<file path="config.mk">
export PLATFORM = sky130hd
export DESIGN_NAME = muldiv_scheduler_flat
export DESIGN_NICKNAME = d
export VERILOG_FILES = /design/src/rtl/muldiv_pkg.sv /design/src/rtl/muldiv_scheduler_if.sv /design/src/rtl/rr_arbiter.sv /design/src/rtl/muldiv_scheduler.sv /design/src/flat_wrapper.sv
export SDC_FILE = /design/constraint.sdc
export NUM_CORES = 1
export LEC_CHECK = 0
export ABC_AREA = 1
export BUFFER_PORTS_ARGS = -buffer_cell sky130_fd_sc_hd__buf_4
export CAP_MARGIN = 20
export CORE_AREA = 2 2 185 187
export DETAILED_ROUTE_END_ITERATION = 6
export DIE_AREA = 0 0 187 189
export GPL_TIMING_DRIVEN = 0
export SKIP_CTS_REPAIR_TIMING = 1
export SYNTH_ARGS = -nofsm -noshare
export SYNTH_HDL_FRONTEND = slang
export SYNTH_SLANG_ARGS = --single-unit
</file>
<file path="constraint.sdc">
create_clock -name clk -period 2.9 [get_ports clk]
set_input_delay 0.58 -clock clk [delete_from_list [all_inputs] [get_ports clk]]
set_output_delay 0.58 -clock clk [all_outputs]
set_load 0.03 [all_outputs]
</file>
<file path="src/rtl/muldiv_pkg.sv">
// Shared widths, function codes and FSM state encoding for the mul/div scheduler.
// Latency: none (types and constants only).
// Backpressure: n/a.
package muldiv_pkg;
  localparam int DATA_W = 32;
  localparam int TAG_W  = 5;
  localparam int CTRL_W = 4;

  localparam logic [CTRL_W-1:0] CTRL_MUL = 4'b0010;
  localparam logic [CTRL_W-1:0] CTRL_DIV = 4'b0011;

  typedef enum logic [1:0] {IDLE, ISSUE, WAIT, WB} state_t;

  // Only multiply and divide are executed by the shared unit.
  function automatic logic ctrl_legal(input logic [CTRL_W-1:0] ctrl);
    return (ctrl == CTRL_MUL) || (ctrl == CTRL_DIV);
  endfunction
endpackage

</file>
<file path="src/rtl/muldiv_scheduler_if.sv">
// Bundle of requester, mul/div unit and CDB signals around the scheduler.
// Latency: none (wiring only).
// Backpressure: req_valid/req_ready and cdb_valid/cdb_ready handshakes.
interface muldiv_scheduler_if #(
  parameter int NREQ = 4
);
  import muldiv_pkg::*;

  logic [NREQ-1:0]        req_valid;
  logic [NREQ-1:0]        req_ready;
  logic [NREQ*DATA_W-1:0] req_x;
  logic [NREQ*DATA_W-1:0] req_y;
  logic [NREQ*CTRL_W-1:0] req_ctrl;
  logic [NREQ*TAG_W-1:0]  req_save_no;
  logic [NREQ*TAG_W-1:0]  req_rob;

  logic                   alu_start;
  logic [DATA_W-1:0]      alu_x;
  logic [DATA_W-1:0]      alu_y;
  logic [CTRL_W-1:0]      alu_ctrl;
  logic                   alu_done;
  logic [DATA_W-1:0]      alu_result;

  logic                   cdb_valid;
  logic                   cdb_ready;
  logic [DATA_W-1:0]      cdb_result;
  logic [TAG_W-1:0]       cdb_save_no;
  logic [TAG_W-1:0]       cdb_rob;
  logic                   cdb_err;

  // Scheduler side.
  modport master (
    input  req_valid, req_x, req_y, req_ctrl, req_save_no, req_rob,
    input  alu_done, alu_result, cdb_ready,
    output req_ready, alu_start, alu_x, alu_y, alu_ctrl,
    output cdb_valid, cdb_result, cdb_save_no, cdb_rob, cdb_err
  );

  // Requesters, mul/div unit and CDB consumer side.
  modport slave (
    output req_valid, req_x, req_y, req_ctrl, req_save_no, req_rob,
    output alu_done, alu_result, cdb_ready,
    input  req_ready, alu_start, alu_x, alu_y, alu_ctrl,
    input  cdb_valid, cdb_result, cdb_save_no, cdb_rob, cdb_err
  );
endinterface

</file>
<file path="src/rtl/rr_arbiter.sv">
// Round-robin pick of one request, searching from the index after ptr.
// Latency: combinational.
// Backpressure: none; caller decides when the grant is used.
module rr_arbiter #(
  parameter int NREQ  = 4,
  parameter int PTR_W = 2
) (
  input  logic [NREQ-1:0]  req,
  input  logic [PTR_W-1:0] ptr,
  output logic [NREQ-1:0]  grant,
  output logic [PTR_W-1:0] grant_idx
);
  logic [PTR_W-1:0] idx;
  logic             found;

  // Walk ptr+1 .. ptr+NREQ (wrapping) and take the first asserted request.
  always_comb begin
    grant     = '0;
    grant_idx = ptr;
    idx       = '0;
    found     = 1'b0;
    for (int i = 1; i <= NREQ; i++) begin
      idx = PTR_W'((int'(ptr) + i) % NREQ);
      if (!found && req[idx]) begin
        grant[idx] = 1'b1;
        grant_idx  = idx;
        found      = 1'b1;
      end
    end
  end
endmodule

</file>
<file path="src/rtl/muldiv_scheduler.sv">
// Round-robin issue of reservation-station ops to one shared mul/div unit, result onto the CDB.
// Latency: accept at T, alu_start at T+1, alu_done at T+1+k, cdb_valid from T+2+k.
// Backpressure: CDB outputs held until cdb_ready; no grant while an op is in flight.
// Optional WAIT watchdog enabled by defining MULDIV_TIMEOUT_EN.
module muldiv_scheduler
  import muldiv_pkg::*;
#(
  parameter int NREQ    = 4,
  parameter int TIMEOUT = 64
) (
  input  logic               clk,
  input  logic               rst,
  input  logic               flush,
  muldiv_scheduler_if.master bus
);
  localparam int PTR_W = (NREQ > 1) ? $clog2(NREQ) : 1;

  // A zero limit would make the watchdog meaningless.
  if (TIMEOUT < 1) begin : g_bad_timeout
    $error("muldiv_scheduler: TIMEOUT must be at least 1");
  end

  state_t            state, state_nxt;
  logic [PTR_W-1:0]  rr_ptr;
  logic [PTR_W-1:0]  gnt_idx;
  logic [NREQ-1:0]   gnt;
  logic [NREQ-1:0]   ready;
  logic              start, cdb_vld;
  logic              accept, done_hit, fail;
  logic              wd_fire;

  logic [DATA_W-1:0] x_q, y_q, res_q;
  logic [CTRL_W-1:0] ctrl_q;
  logic [TAG_W-1:0]  save_q, rob_q;
  logic              err_q;

  rr_arbiter #(.NREQ(NREQ), .PTR_W(PTR_W)) u_arb (
    .req       (bus.req_valid),
    .ptr       (rr_ptr),
    .grant     (gnt),
    .grant_idx (gnt_idx)
  );

`ifdef MULDIV_TIMEOUT_EN
  localparam int CNT_W = $clog2(TIMEOUT + 1);
  logic [CNT_W-1:0] wd_cnt;

  // Count WAIT cycles; any other state clears it so every WAIT entry starts from 0.
  always_ff @(posedge clk or negedge rst) begin
    if (!rst)               wd_cnt <= '0;
    else if (state != WAIT) wd_cnt <= '0;
    else                    wd_cnt <= wd_cnt + 1'b1;
  end

  assign wd_fire = (state == WAIT) && (wd_cnt == CNT_W'(TIMEOUT - 1));
`else
  assign wd_fire = 1'b0;
`endif

  // State register.
  always_ff @(posedge clk or negedge rst) begin
    if (!rst) state <= IDLE;
    else      state <= state_nxt;
  end

  // Next state and handshake strobes; flush overrides everything, including a same-cycle alu_done.
  always_comb begin
    state_nxt = state;
    ready     = '0;
    start     = 1'b0;
    cdb_vld   = 1'b0;
    accept    = 1'b0;
    done_hit  = 1'b0;
    fail      = 1'b0;
    if (flush) begin
      state_nxt = IDLE;
    end else begin
      case (state)
        IDLE: if (|bus.req_valid) begin
          ready     = gnt;
          accept    = 1'b1;
          state_nxt = ISSUE;
        end
        ISSUE: if (ctrl_legal(ctrl_q)) begin
          start     = 1'b1;
          state_nxt = WAIT;
        end else begin
          fail      = 1'b1;
          state_nxt = WB;
        end
        WAIT: if (bus.alu_done) begin
          done_hit  = 1'b1;
          state_nxt = WB;
        end else if (wd_fire) begin
          fail      = 1'b1;
          state_nxt = WB;
        end
        WB: begin
          cdb_vld = 1'b1;
          if (bus.cdb_ready) state_nxt = IDLE;
        end
        default: state_nxt = IDLE;
      endcase
    end
  end

  // Operand/tag capture on accept, result/error capture on completion; pointer moves only on accept.
  always_ff @(posedge clk or negedge rst) begin
    if (!rst) begin
      rr_ptr <= PTR_W'(NREQ - 1);
      x_q    <= '0;
      y_q    <= '0;
      ctrl_q <= '0;
      save_q <= '0;
      rob_q  <= '0;
      res_q  <= '0;
      err_q  <= 1'b0;
    end else begin
      if (accept) begin
        rr_ptr <= gnt_idx;
        x_q    <= bus.req_x[gnt_idx*DATA_W +: DATA_W];
        y_q    <= bus.req_y[gnt_idx*DATA_W +: DATA_W];
        ctrl_q <= bus.req_ctrl[gnt_idx*CTRL_W +: CTRL_W];
        save_q <= bus.req_save_no[gnt_idx*TAG_W +: TAG_W];
        rob_q  <= bus.req_rob[gnt_idx*TAG_W +: TAG_W];
      end
      if (done_hit) begin
        res_q <= bus.alu_result;
        err_q <= 1'b0;
      end else if (fail) begin
        res_q <= '0;
        err_q <= 1'b1;
      end
    end
  end

  assign bus.req_ready   = ready;
  assign bus.alu_start   = start;
  assign bus.alu_x       = x_q;
  assign bus.alu_y       = y_q;
  assign bus.alu_ctrl    = ctrl_q;
  assign bus.cdb_valid   = cdb_vld;
  assign bus.cdb_result  = res_q;
  assign bus.cdb_save_no = save_q;
  assign bus.cdb_rob     = rob_q;
  assign bus.cdb_err     = err_q;
endmodule

</file>
<file path="src/flat_wrapper.sv">
// flat-port wrapper written by rule: the top's interface ports become plain ports
module muldiv_scheduler_flat import muldiv_pkg::*;
#(
  parameter int NREQ    = 4,
  parameter int TIMEOUT = 64
)
  (clk, rst, flush, bus_req_valid, bus_req_x, bus_req_y, bus_req_ctrl, bus_req_save_no, bus_req_rob, bus_alu_done, bus_alu_result, bus_cdb_ready, bus_req_ready, bus_alu_start, bus_alu_x, bus_alu_y, bus_alu_ctrl, bus_cdb_valid, bus_cdb_result, bus_cdb_save_no, bus_cdb_rob, bus_cdb_err);
  muldiv_scheduler_if #(.NREQ(NREQ)) bus_i ();
  input  logic clk;
  input  logic rst;
  input  logic flush;
  input wire logic [$bits(bus_i.req_valid)-1:0] bus_req_valid;
  input wire logic [$bits(bus_i.req_x)-1:0] bus_req_x;
  input wire logic [$bits(bus_i.req_y)-1:0] bus_req_y;
  input wire logic [$bits(bus_i.req_ctrl)-1:0] bus_req_ctrl;
  input wire logic [$bits(bus_i.req_save_no)-1:0] bus_req_save_no;
  input wire logic [$bits(bus_i.req_rob)-1:0] bus_req_rob;
  input wire logic [$bits(bus_i.alu_done)-1:0] bus_alu_done;
  input wire logic [$bits(bus_i.alu_result)-1:0] bus_alu_result;
  input wire logic [$bits(bus_i.cdb_ready)-1:0] bus_cdb_ready;
  output wire logic [$bits(bus_i.req_ready)-1:0] bus_req_ready;
  output wire logic [$bits(bus_i.alu_start)-1:0] bus_alu_start;
  output wire logic [$bits(bus_i.alu_x)-1:0] bus_alu_x;
  output wire logic [$bits(bus_i.alu_y)-1:0] bus_alu_y;
  output wire logic [$bits(bus_i.alu_ctrl)-1:0] bus_alu_ctrl;
  output wire logic [$bits(bus_i.cdb_valid)-1:0] bus_cdb_valid;
  output wire logic [$bits(bus_i.cdb_result)-1:0] bus_cdb_result;
  output wire logic [$bits(bus_i.cdb_save_no)-1:0] bus_cdb_save_no;
  output wire logic [$bits(bus_i.cdb_rob)-1:0] bus_cdb_rob;
  output wire logic [$bits(bus_i.cdb_err)-1:0] bus_cdb_err;
  assign bus_i.req_valid = bus_req_valid;
  assign bus_i.req_x = bus_req_x;
  assign bus_i.req_y = bus_req_y;
  assign bus_i.req_ctrl = bus_req_ctrl;
  assign bus_i.req_save_no = bus_req_save_no;
  assign bus_i.req_rob = bus_req_rob;
  assign bus_i.alu_done = bus_alu_done;
  assign bus_i.alu_result = bus_alu_result;
  assign bus_i.cdb_ready = bus_cdb_ready;
  assign bus_req_ready = bus_i.req_ready;
  assign bus_alu_start = bus_i.alu_start;
  assign bus_alu_x = bus_i.alu_x;
  assign bus_alu_y = bus_i.alu_y;
  assign bus_alu_ctrl = bus_i.alu_ctrl;
  assign bus_cdb_valid = bus_i.cdb_valid;
  assign bus_cdb_result = bus_i.cdb_result;
  assign bus_cdb_save_no = bus_i.cdb_save_no;
  assign bus_cdb_rob = bus_i.cdb_rob;
  assign bus_cdb_err = bus_i.cdb_err;
  muldiv_scheduler #(.NREQ(NREQ), .TIMEOUT(TIMEOUT)) u_core (.clk(clk), .rst(rst), .flush(flush), .bus(bus_i));
endmodule
</file>
# Yosys cells after proc, flatten, opt, wreduce, memory -nomap -nowiden
# Index checks and enable logic that the tools add are counted.
# word_totals
reg_bits	115
wordCells	107
inputBits	353
out_inout_bits	117
# op_classes
shift	5
bitwise_logic	3
order_cmp	8
addsub	4
multipliers	1
eq_ne	8
mux	54
reduce_logical	15
# op_table
op	count
$shiftx A128 B8 Y32	2
$mux W32	2
$shiftx A20 B6 Y5	2
$mux W1	28
$mux W4	7
$mux W2	8
$shiftx A16 B5 Y4	1
$lt A2 B3 Y1 const B	4
$or A4 B4 Y4	3
$bmux W1 S2	4
$demux W1 S2	4
$eq A4 B2 Y1 const B	2
$ge A2 B1 Y1 const B	4
$pmux W2 S4	1
$logic_and A1 B1 Y1	7
$ne A3 B3 Y1 const B	2
$mul A2 B3 Y5 const B	1
$add A2 B1 Y2 const B	2
$add A2 B2 Y2 const B	2
$eq A2 B2 Y1 const B	2
$reduce_or A4 Y1	1
$logic_not A1 Y1	3
$ne A3 B2 Y1 const B	1
$reduce_and A3 Y1	1
4 further kinds	4

# Longest topological paths before layout
# Gate-level depths: netlist of run 1.
# logic_depth
depth_word	16
ltp_mapped	16
ltp_nobuf	15

# Cells and area by module
# Synthesis of run 1 repeated with hierarchy kept, for this count alone.
# unflattened
cells_unflattened	1200
hier_area_um2	7568.5
# modules_own_cells
mod	instances	area_each_um2	cells_each	seq_area_each_um2
muldiv_scheduler	1	7075.5	1124	2880.3
rr_arbiter	1	493.0	76	0.0

# Least setup slack after synthesis of run 1
# No wires, ideal clock.
# synth_path
path_type	register to output
start	register u_core.rr_ptr[1]
end	output port bus_req_ready[3]
slack_ns	0.240
arrival_ns	2.080
n_path_buf	0
stages_incl_launch_ff	11
cell_sequence	dfstp_2 inv_1 ha_1 inv_1 nand3_1 nand2_4 nor3_1 nand4_1 nand4_1 nand2_1 inv_1
# synth_between
elab_chain_cells	16
# synth_lines
element	line_no	rtl
start: declaration	muldiv_scheduler.sv:24	logic [PTR_W-1:0] rr_ptr;
start signal: assignment	muldiv_scheduler.sv:110	rr_ptr <= PTR_W'(NREQ - 1);
start signal: assignment	muldiv_scheduler.sv:120	rr_ptr <= gnt_idx;
branches (longest 12 deep; another with $lt A2 B3 Y1)	--	
$mux W4 (*)	rr_arbiter.sv:24	if (!found && req[idx]) begin
$mux W4 (*)	muldiv_scheduler.sv:79	IDLE: if (|bus.req_valid) begin
$mux W4 (*)	muldiv_scheduler.sv:78	case (state)
$mux W4 (*)	muldiv_scheduler.sv:75	if (flush) begin
end: declaration	flat_wrapper.sv:21	output wire logic [$bits(bus_i.req_ready)-1:0] bus_req_ready;
# Every way passes the cells marked *. The select of a mux whose other input is x is not followed.

# Final worst setup path of run 1
# layout_path
start	register u_core.rr_ptr[1]
end	output port bus_req_ready[0]
# Same word-level chain as after synthesis.

==> results of run 1 <==
## state kept, by name, indices dropped and copies added (netlist names)
signal and flops:
u_core.bus.alu_ctrl 4, u_core.bus.alu_x 32, u_core.bus.alu_y 32, u_core.bus.cdb_err 1, u_core.bus.cdb_result 32, u_core.bus.cdb_rob 5, u_core.bus.cdb_save_no 5, u_core.rr_ptr 2
u_core.state 2
## critical path, cell delays in order, from the launching register on
cell	delay, ns
dfstp_2	0.63
clkinvlp_4	0.16
ha_4	0.29
nand3_1	0.13
nand2_4	0.11
nor3_4	0.25
nand4_1	0.13
nand3_1	0.12
nand2_1	0.05
inv_1	0.06
buf_6	0.13
## worst paths after layout
check                                                 end  slack, ns
worst min register to register       u_core.bus.alu_y[25]       0.48
max in group asynchronous                u_core.rr_ptr[1]       2.01
worst min-delay path            u_core.bus.cdb_result[18]       0.09
worst max-delay path                     bus_req_ready[0]      -0.16
min in group clk                 u_core.bus.cdb_result[4]       0.36
worst max register to register     u_core.bus.alu_ctrl[1]       0.11
## cell families (layout without fill, tap and decap cells)
| logic type | count (synthesis) | count (layout) | synth area share |
|---|---|---|---|
| AOI/OAI and AO/OA | 11 | 11 | 0.008373 |
| adders and majority gates | 12 | 12 | 0.01827 |
| buffers and inverters | 194 | 710 | 0.1032 |
| DFF | 115 | 115 | 0.3504 |
| and+or+nand+nor | 952 | 952 | 0.5197 |
## per-layer routing
layer / vias up / routed length, um / global-route usage
li1: 5095 / - / -
met1: 4823 / 15810 / 0.2589
met2: 479 / 18560 / 0.3590
met3: 64 / 2532 / 0.04374
met4: 0 / 1268 / 0.07387
met5: - / 0 / 0
## final cells by class
| cell class | count | share of cell area |
|---|---|---|
| multi-input cells | 975 | 0.3480 |
| repair buffers | 484 | 0.2779 |
| flip-flops and latches | 115 | 0.2184 |
| well taps | 448 | 0.04250 |
| plain buffers | 93 | 0.03880 |
| clock buffers | 18 | 0.03254 |
| inverters | 101 | 0.02922 |
| clock inverters | 14 | 0.01271 |
## synth_stat cells, types with 4 or more instances
library cell and instances:
nand2_1 569, nand3_1 286, dfrtp_1 113, inv_1 97, nand3b_1 76, buf_2 45, clkbuf_1 30, buf_4 13
ha_1 12, nand4_1 6, nor2_1 5, inv_2 4, o21ai_0 4
## power groups by stage
stage	clock network (uW)	logic (uW)	registers [uW]
after floorplan	0	7800	4440
after global placement	0	14000	2980
after detailed placement	0	14200	3000
after CTS	2260	14200	3000
after global routing	2340	16300	3100
final	2200	14800	3000
## stage by stage
stage	hold slack, ns	setup WS, ns	area (um2)	std cells
floorplan	0.2844	0.2399	8219	1284
global placement	0.4651	-0.9719	12300	2201
detailed placement	0.4665	-0.9595	12330	2202
CTS	0.1006	-1.201	12930	2234
global route	0.1080	-0.3134	13190	2248
finish	0.09131	-0.1602	13190	2248
==> qor.yml, run 1 <==
outcome: "finished, violations left"
violations: "negative setup slack"
clk_path_buf_depth: 2
setup_ws_ns: -0.1602
synthCells: 1284
clk_transition_reported_paths_ns: 0.07
synth_warnings: 0
cp-end-kind: "primary output"
yosysTopAreaCell: "dfrtp_1"
reg2reg_depth: 16
critPathLaunch: "u_core.rr_ptr[1]"
fin_nets: 2152
final_util: 0.3963
tightest_slew_ns: 0.5559
fp.dieArea_um2: 35340
die_x_um: 187
wl_um: 38160
synth_cell_types: 26
maxCapViolations: 0
clkSinkCount: 115
avgViaCountPerCell: 4.653
initial_core_util: 0.2470
die_h_um: 189
pwr-share-clk: 0.110
rows: 67
async_flop_share: 1.000
num-fill-cells: 3595
power_uw: 19990
ys_seq_area_frac: 0.3504
tritoncts.num_buffers: 17
area_delta_synth_final_pct: 60.47
swShare: 0.5573
postSynthAreaPerCell_um2: 6.401
setup_viol: 4
drv_slew: 0
relSlewSlack: 0.6294
portBuffers: 469
start_kind: "register"
ir_drop_mv: 0.5715
h-tree-depth: 4
grt_pass1_vias: 10478
ys.flop_type: "dfrtp_1"
gp_congestion: 0.9460
multi_input_area_um2: 4589
cts-root-buf: "clkbuf_16"
p_leak_uw: 0.007502
rsz0062_at_grt: "true"
final_common_cell: "nand2_1"
diodes: 0
p_switching_uw: 11140
dr_total_vias: 10461
pin_count: 470
clk_latency_ns: 0.42
synth_area_leaders: "dfrtp_1 (34%), nand2_1 (26%), nand3_1 (17%)"
grt_pass1_wl_um: 57820
hold_viol: 0
wl_per_cell_um: 16.98
antenna_found_initial: 1
required_ns: 2.32
fmax_mhz: 326.8
path_max_fanout: 7
first_pass_iters: 6
period_needed_ns: 3.060
drive_above_1_share: 0.3372
hpwl_um: 30150
tns_ns: -0.5512
seqCellArea_um2: 2880
cts_tree: "done"
yosysTopAreaCellShare: 0.3440
skew_ns: 0.01753
syn_area_um2: 8219
grt-ovfl-total: 0
crit_type: "reg -> out"
powerDensity_nw_per_um2: 1516
ys_ff_latch: 115
layout_common_cells: "nand2_1 (568), buf_4 (494), nand3_1 (282), dfrtp_1 (113), inv_1 (95)"
pwr-share-seq: 0.150
drc_errors: 0
syn_nets: 1649
drtAntennaViolNets: 0
min_path_type: "in -> async"
worstReg2RegStart: "u_core.rr_ptr[1]"
grt_max_degree: 68
comb_power_share: 0.740
synth_edf_count: 0
internal-power_uw: 8851
initialDrtViolationCount: 630
fp.coreArea_um2: 33280
final_min_period_over_clock_period: 1.055
worstPathArrival_ns: 2.48
grt_usage: 0.2088
Power figures use the tool's default switching activity.
==> run 2: changes to the inputs <==
ABC_AREA = 0   (was 1)
CORE_AREA = 2 2 184 186   (was 2 2 185 187)
DIE_AREA = 0 0 186 188   (was 0 0 187 189)
==> qor.yml, run 2 <==
met2_length_um: 22120  # +19%
clk_latency_ns: 0.43  # about the same
ys.flop_type: "dfrtp_1"
fp.dieArea_um2: 34970  # -1.1%
avgViaCountPerCell: 5.325  # +14%
drtAntennaViolNets: 0  # unchanged
setup_viol: 80  # +76
wl_met3_um: 3381  # +34%
dr_total_vias: 10751  # +2.8%
syn_area_um2: 8622  # +4.9%
hold_viol: 0  # unchanged
maxCapViolations: 0  # unchanged
required_ns: 2.32  # about the same
synth_edf_count: 0  # unchanged
antenna_found_initial: 0  # -1
synth_cell_types: 40  # +54%
wl_um: 44820  # +17%
crit_type: "reg -> out"
tightest_slew_ns: 0.9073  # +0.3514 ns
p_leak_uw: 0.006840  # -8.8%
cp-end-kind: "primary output"
diodes: 0  # unchanged
relSlewSlack: 0.3951  # -0.2343
rows: 67  # unchanged
synth_area_leaders: "dfrtp_1 (33%), a211oi_1 (14%), a2111oi_0 (7.9%)"
clkSinkCount: 115  # unchanged
initialDrtViolationCount: 510  # -19%
placed_cells_incl_taps: 1973  # -10%
final_min_period_over_clock_period: 1.125  # +0.06945
fin_hold_ws_ns: 0.09790  # +0.006590 ns
cts_tree: "done"
fin_nets: 1923  # -11%
worstPathArrival_ns: 2.68  # +0.20 ns
gp_congestion: 0.8888  # -6.0%
num-fill-cells: 3298  # -8.3%
clk_path_buf_depth: 2  # unchanged
h-tree-depth: 4  # unchanged
layout.cells.non_filler: 2019  # -10%
async_flop_share: 1.000  # unchanged
ys_ff_latch: 115  # unchanged
rsz0062_at_grt: "true"
min_path_type: "in -> async"
synth.most_common_cell: "inv_1"
die_x_um: 186  # -0.53%
fmax_mhz: 306.6  # -6.2%
pin_count: 470  # unchanged
final_common_cell: "buf_4"
setup_ws_ns: -0.3616  # -0.2014 ns
portBuffers: 468  # -0.21%
synthCells: 1056  # -18%
tritoncts.num_buffers: 17  # unchanged
skew_ns: 0.01160  # -0.005924 ns
fp.coreArea_um2: 33110  # -0.50%
grt-ovfl-total: 0  # unchanged
drc_errors: 0  # unchanged
routed.top_layer: "met4"
ir_drop_mv: 0.7671  # +34%
area_delta_synth_final_pct: 74.02
path_max_fanout: 10  # +3
period_needed_ns: 3.262  # +0.2014 ns
first_pass_iters: 5  # -1
synth_warnings: 0  # unchanged
tns_ns: -8.504  # -7.953 ns
yosys-top-cells-count: "inv_1 (163), a211oi_1 (156), nand2_1 (151)"
layout_common_cells: "buf_4 (492), inv_1 (161), a211oi_1 (156), nand2_1 (151), dfrtp_1 (113)"
grt_usage: 0.2369  # +0.02810
ys_seq_area_frac: 0.3341  # -0.01637
clk_transition_reported_paths_ns: 0.07  # about the same
violations: "negative setup slack"
grt_pass1_vias: 10511  # +0.31%
grt_pass1_wl_um: 62290  # +7.7%
drive_above_1_share: 0.4857  # +0.1485
initial_core_util: 0.2604  # +0.01342
syn_nets: 1421  # -14%
outcome: "finished, violations left"
powerDensity_nw_per_um2: 1357  # -10%
wl_per_cell_um: 22.20  # +31%
drv_slew: 0  # unchanged
yosysTopAreaCellShare: 0.3280  # -0.01608
power_uw: 20360  # +1.8%
hpwl_um: 33740  # +12%
drt-met1-wl_um: 18210  # +15%
postSynthAreaPerCell_um2: 8.165  # +28%
cts-root-buf: "clkbuf_16"
die_h_um: 188  # -0.53%
grt_max_degree: 66  # -2.9%
yosysTopAreaCell: "dfrtp_1"
start_kind: "register"
run 2: changes by cell type in the layout (fill, tap and decap cells not counted), moves of 50 or more:
cell	change
a211oi_1	+156
a221oi_2	+50
o31ai_1	+77
nand3_1	-282
inv_1	+66
a2111oi_2	+57
nand2_1	-417
nand3b_1	-75
run 2: cell families (layout without fill, tap and decap cells):
family                   after synthesis  after routing  synth area share
AO/OA/AOI/OAI                        450            450            0.4184
buffers and inverters                297            812            0.1380
AND/OR/NAND/NOR                      177            177           0.08199
flip-flops                           115            115            0.3341
adder cells (fa/ha/maj)               12             12           0.01741
multiplexers                           4              4          0.009142
XOR/XNOR                               1              1          0.001016
run 2: worst max-delay path, cell delays in order (launching register included):
cell	delay, ns
dfstp_2	0.57
buf_8	0.12
clkinvlp_4	0.13
ha_4	0.32
mux4_2	0.36
clkbuf_4	0.24
a2bb2oi_2	0.18
a21oi_2	0.18
buf_6	0.15
run 2: worst paths after layout:
check	from	to	slack, ns	depth (start not counted)
max in group asynchronous	rst	u_core.rr_ptr[1]	2.01	2
max reg2reg	u_core.rr_ptr[0]	u_core.bus.cdb_save_no[2]	-0.30	11
min in group clk	bus_alu_result[24]	u_core.bus.cdb_result[24]	0.36	3
min	rst	u_core.bus.alu_y[2]	0.1	1
max	u_core.rr_ptr[0]	bus_req_ready[2]	-0.36	8
min reg2reg	u_core.bus.alu_x[27]	u_core.bus.alu_x[27]	0.48	2
run 2: report_power, final:
group          switching [uW]  internal (uW)  leakage [uW]  total (uW)
Combinational            9230           5980       0.00509       15200
Clock                     938           1300      0.000294        2230
Sequential                516           2400       0.00145        2920
Total                   10700           9680       0.00684       20400
run 2: through the flow:
stage          instance area [um2]    util  worst slack, ns
2_1_floorplan                 8657       -          0.03170
3_3_place_gp                 12730  0.3845           -1.017
3_5_place_dp                 12760  0.3854           -1.054
4_1_cts                      13360  0.4035           -1.158
5_1_grt                      15000  0.4531          -0.4638
6_report                     15000  0.4531          -0.3616
run 2: routing by layer:
layer / GRT usage / vias up
met4: 0.08086 / 0
met2: 0.3972 / 473
met3: 0.05962 / 59
met5: 0 / -
li1: - / 4975
met1: 0.2940 / 5244
run 2: final cells by class:
cell class	count	area (um2)	share of cell area
repair buffers	484	3682	0.2454
well taps	448	560.5	0.03736
multi-input cells	644	5886	0.3923
clock inverters	15	172.7	0.01151
inverters	163	615.6	0.04103
clock buffers	17	425.4	0.02835
flip-flops and latches	115	2880	0.1920
plain buffers	133	782.0	0.05212
==> run 3: changes to the inputs <==
CAP_MARGIN = 40   (was 20)
CORE_AREA = 5 5 182 184   (was 2 2 184 186)
DIE_AREA = 0 0 187 189   (was 0 0 186 188)
==> qor.yml, run 3 (synthesis gave the netlist of run 2 again) <==
rsz0062_at_grt: "true"
cts-root-buf: "clkbuf_16"
power_uw: 21140  # +3.8%
hold_viol: 0  # unchanged
grt-ovfl-total: 0  # unchanged
cts_tree: "done"
period_needed_ns: 3.270  # +0.008485 ns
grt_pass1_vias: 10731  # +2.1%
rrSetupSlack_ns: -0.28  # +0.02 ns
cpMostUsedCell: "buf_6"
dp_slack_ns: -0.8458  # +0.2077 ns
drive_above_1_share: 0.4846  # -0.001116
crit_type: "reg -> out"
start_kind: "register"
final_util: 0.4921  # +0.03898
fp.dieArea_um2: 35340  # +1.1%
area_delta_synth_final_pct: 78.25
setup_ws_ns: -0.3700  # -0.008485 ns
worstPathArrival_ns: 2.69  # about the same
relSlewSlack: 0.4471  # +0.05201
die_h_um: 189  # +0.53%
layout_common_cells: "buf_4 (485), inv_1 (161), a211oi_1 (156), nand2_1 (151), dfrtp_1 (113)"
skew_ns: 0.01730  # +0.005694 ns
rows: 65  # -3.0%
tightest_slew_ns: 0.8293  # -0.07801 ns
final_common_cell: "buf_4"
outcome: "finished, violations left"
fp.coreArea_um2: 31230  # -5.7%
first_pass_iters: 7  # +2
drc_errors: 0  # unchanged
dr_total_vias: 10793  # +0.39%
maxCapViolations: 0  # unchanged
cp-end-kind: "primary output"
final_min_period_over_clock_period: 1.128  # +0.002926
required_ns: 2.32  # about the same
cp_slowest_cell: "dfstp_2"
gp_congestion: 0.9101  # +2.4%
ir_drop_mv: 0.7249  # -5.5%
grt_pass1_wl_um: 65230  # +4.7%
portBuffers: 468  # unchanged
tritoncts.num_buffers: 17  # unchanged
worstReg2RegEnd: "u_core.bus.cdb_save_no[3]"
avgViaCountPerCell: 5.424  # +1.9%
clk_path_buf_depth: 2  # unchanged
hpwl_um: 35120  # +4.1%
crit_chain: "buf_8 -> clkinvlp_4 -> ha_4 -> mux4_2 -> nor2b_4 -> buf_6 -> a22oi_2 -> a2bb2oi_2 -> a21oi_2 -> buf_6"
wl_per_cell_um: 22.91  # +3.2%
fin_nets: 1939  # +0.83%
drv_slew: 0  # unchanged
place_area_um2: 12780  # +0.17%
fmax_mhz: 305.8  # -0.26%
p_leak_uw: 0.007085  # +3.6%
final_area_um2: 15370  # +2.4%
pin_count: 470  # unchanged
setup_viol: 82  # +2.5%
clk_latency_ns: 0.42  # about the same
reg2reg_depth: 13  # +2
worstReg2RegStart: "u_core.rr_ptr[0]"
grt_max_degree: 64  # -3.0%
h-tree-depth: 4  # unchanged
violations: "negative setup slack"
grt_usage: 0.2351  # -0.001796
clk_transition_reported_paths_ns: 0.06  # about the same
wl_um: 45600  # +1.7%
cp_top_family: "flip-flops"
powerDensity_nw_per_um2: 1375  # +1.4%
placed_cells_incl_taps: 1934  # -2.0%
die_x_um: 187  # +0.54%
initial_core_util: 0.2761  # +0.01570
min_path_type: "in -> async"
path_max_fanout: 6  # -4
path_buf_inv: 4  # unchanged
antenna_found_initial: 1  # +1
drtAntennaViolNets: 0  # unchanged
clkSinkCount: 115  # unchanged
layout.cells.non_filler: 1990  # -1.4%
initialDrtViolationCount: 500  # -2.0%
critPathMaxStageDelay_ns: 0.61  # +0.04 ns
==> run 3: cell count changes in the layout (fill, tap and decap cells not counted), moves of 7 or more <==
cell,delta
a2111oi_0,+7
a2111oi_1,+9
a2111oi_2,-14
a221oi_2,-14
a221oi_4,+14
buf_12,+9
buf_4,-7
buf_6,+12
==> run 3: metrics by stage <==
stage | TNS (ns) | hold slack, ns
2_1_floorplan | 0 | 0.2844
3_3_place_gp | -58.72 | 0.4631
3_5_place_dp | -43.24 | 0.4668
4_1_cts | -44.84 | 0.1203
5_1_grt | -22.04 | 0.1489
6_report | -15.08 | 0.1102
==> run 3: power by group <==
| group | total (uW) | internal (uW) | switching (uW) |
|---|---|---|---|
| Clock | 2300 | 1380 | 920 |
| Sequential | 2910 | 2400 | 514 |
| Combinational | 15900 | 6560 | 9360 |
==> run 3: cell type report <==
class / count / area, um2
diodes: 1 / 2.502
plain buffers: 131 / 824.5
clock buffers: 17 / 425.4
clock inverters: 15 / 197.7
fillers: 3035 / 15860
inverters: 163 / 615.6
multi-input cells: 644 / 5963
flip-flops and latches: 115 / 2880
well taps: 402 / 503.0
repair buffers: 502 / 3956
==> run 3: worst max-delay path by stage <==
stage,from,endpoint,cells after the start
final,u_core.rr_ptr[0],bus_req_ready[1],10
after CTS,u_core.rr_ptr[0],u_core.bus.alu_x[13],11
after global routing,u_core.rr_ptr[0],bus_req_ready[1],10
after floorplan,u_core.rr_ptr[0],u_core.bus.alu_x[10],12
after global placement,bus_req_valid[0],bus_req_ready[1],8
after detailed placement,u_core.rr_ptr[1],u_core.bus.cdb_rob[1],11
==> run 3: metal layers <==
layer,global-route usage,wire length (um)
met2,0.3965,22470
met4,0.06598,1167
met3,0.06582,3424
met5,0,0
met1,0.2963,18540
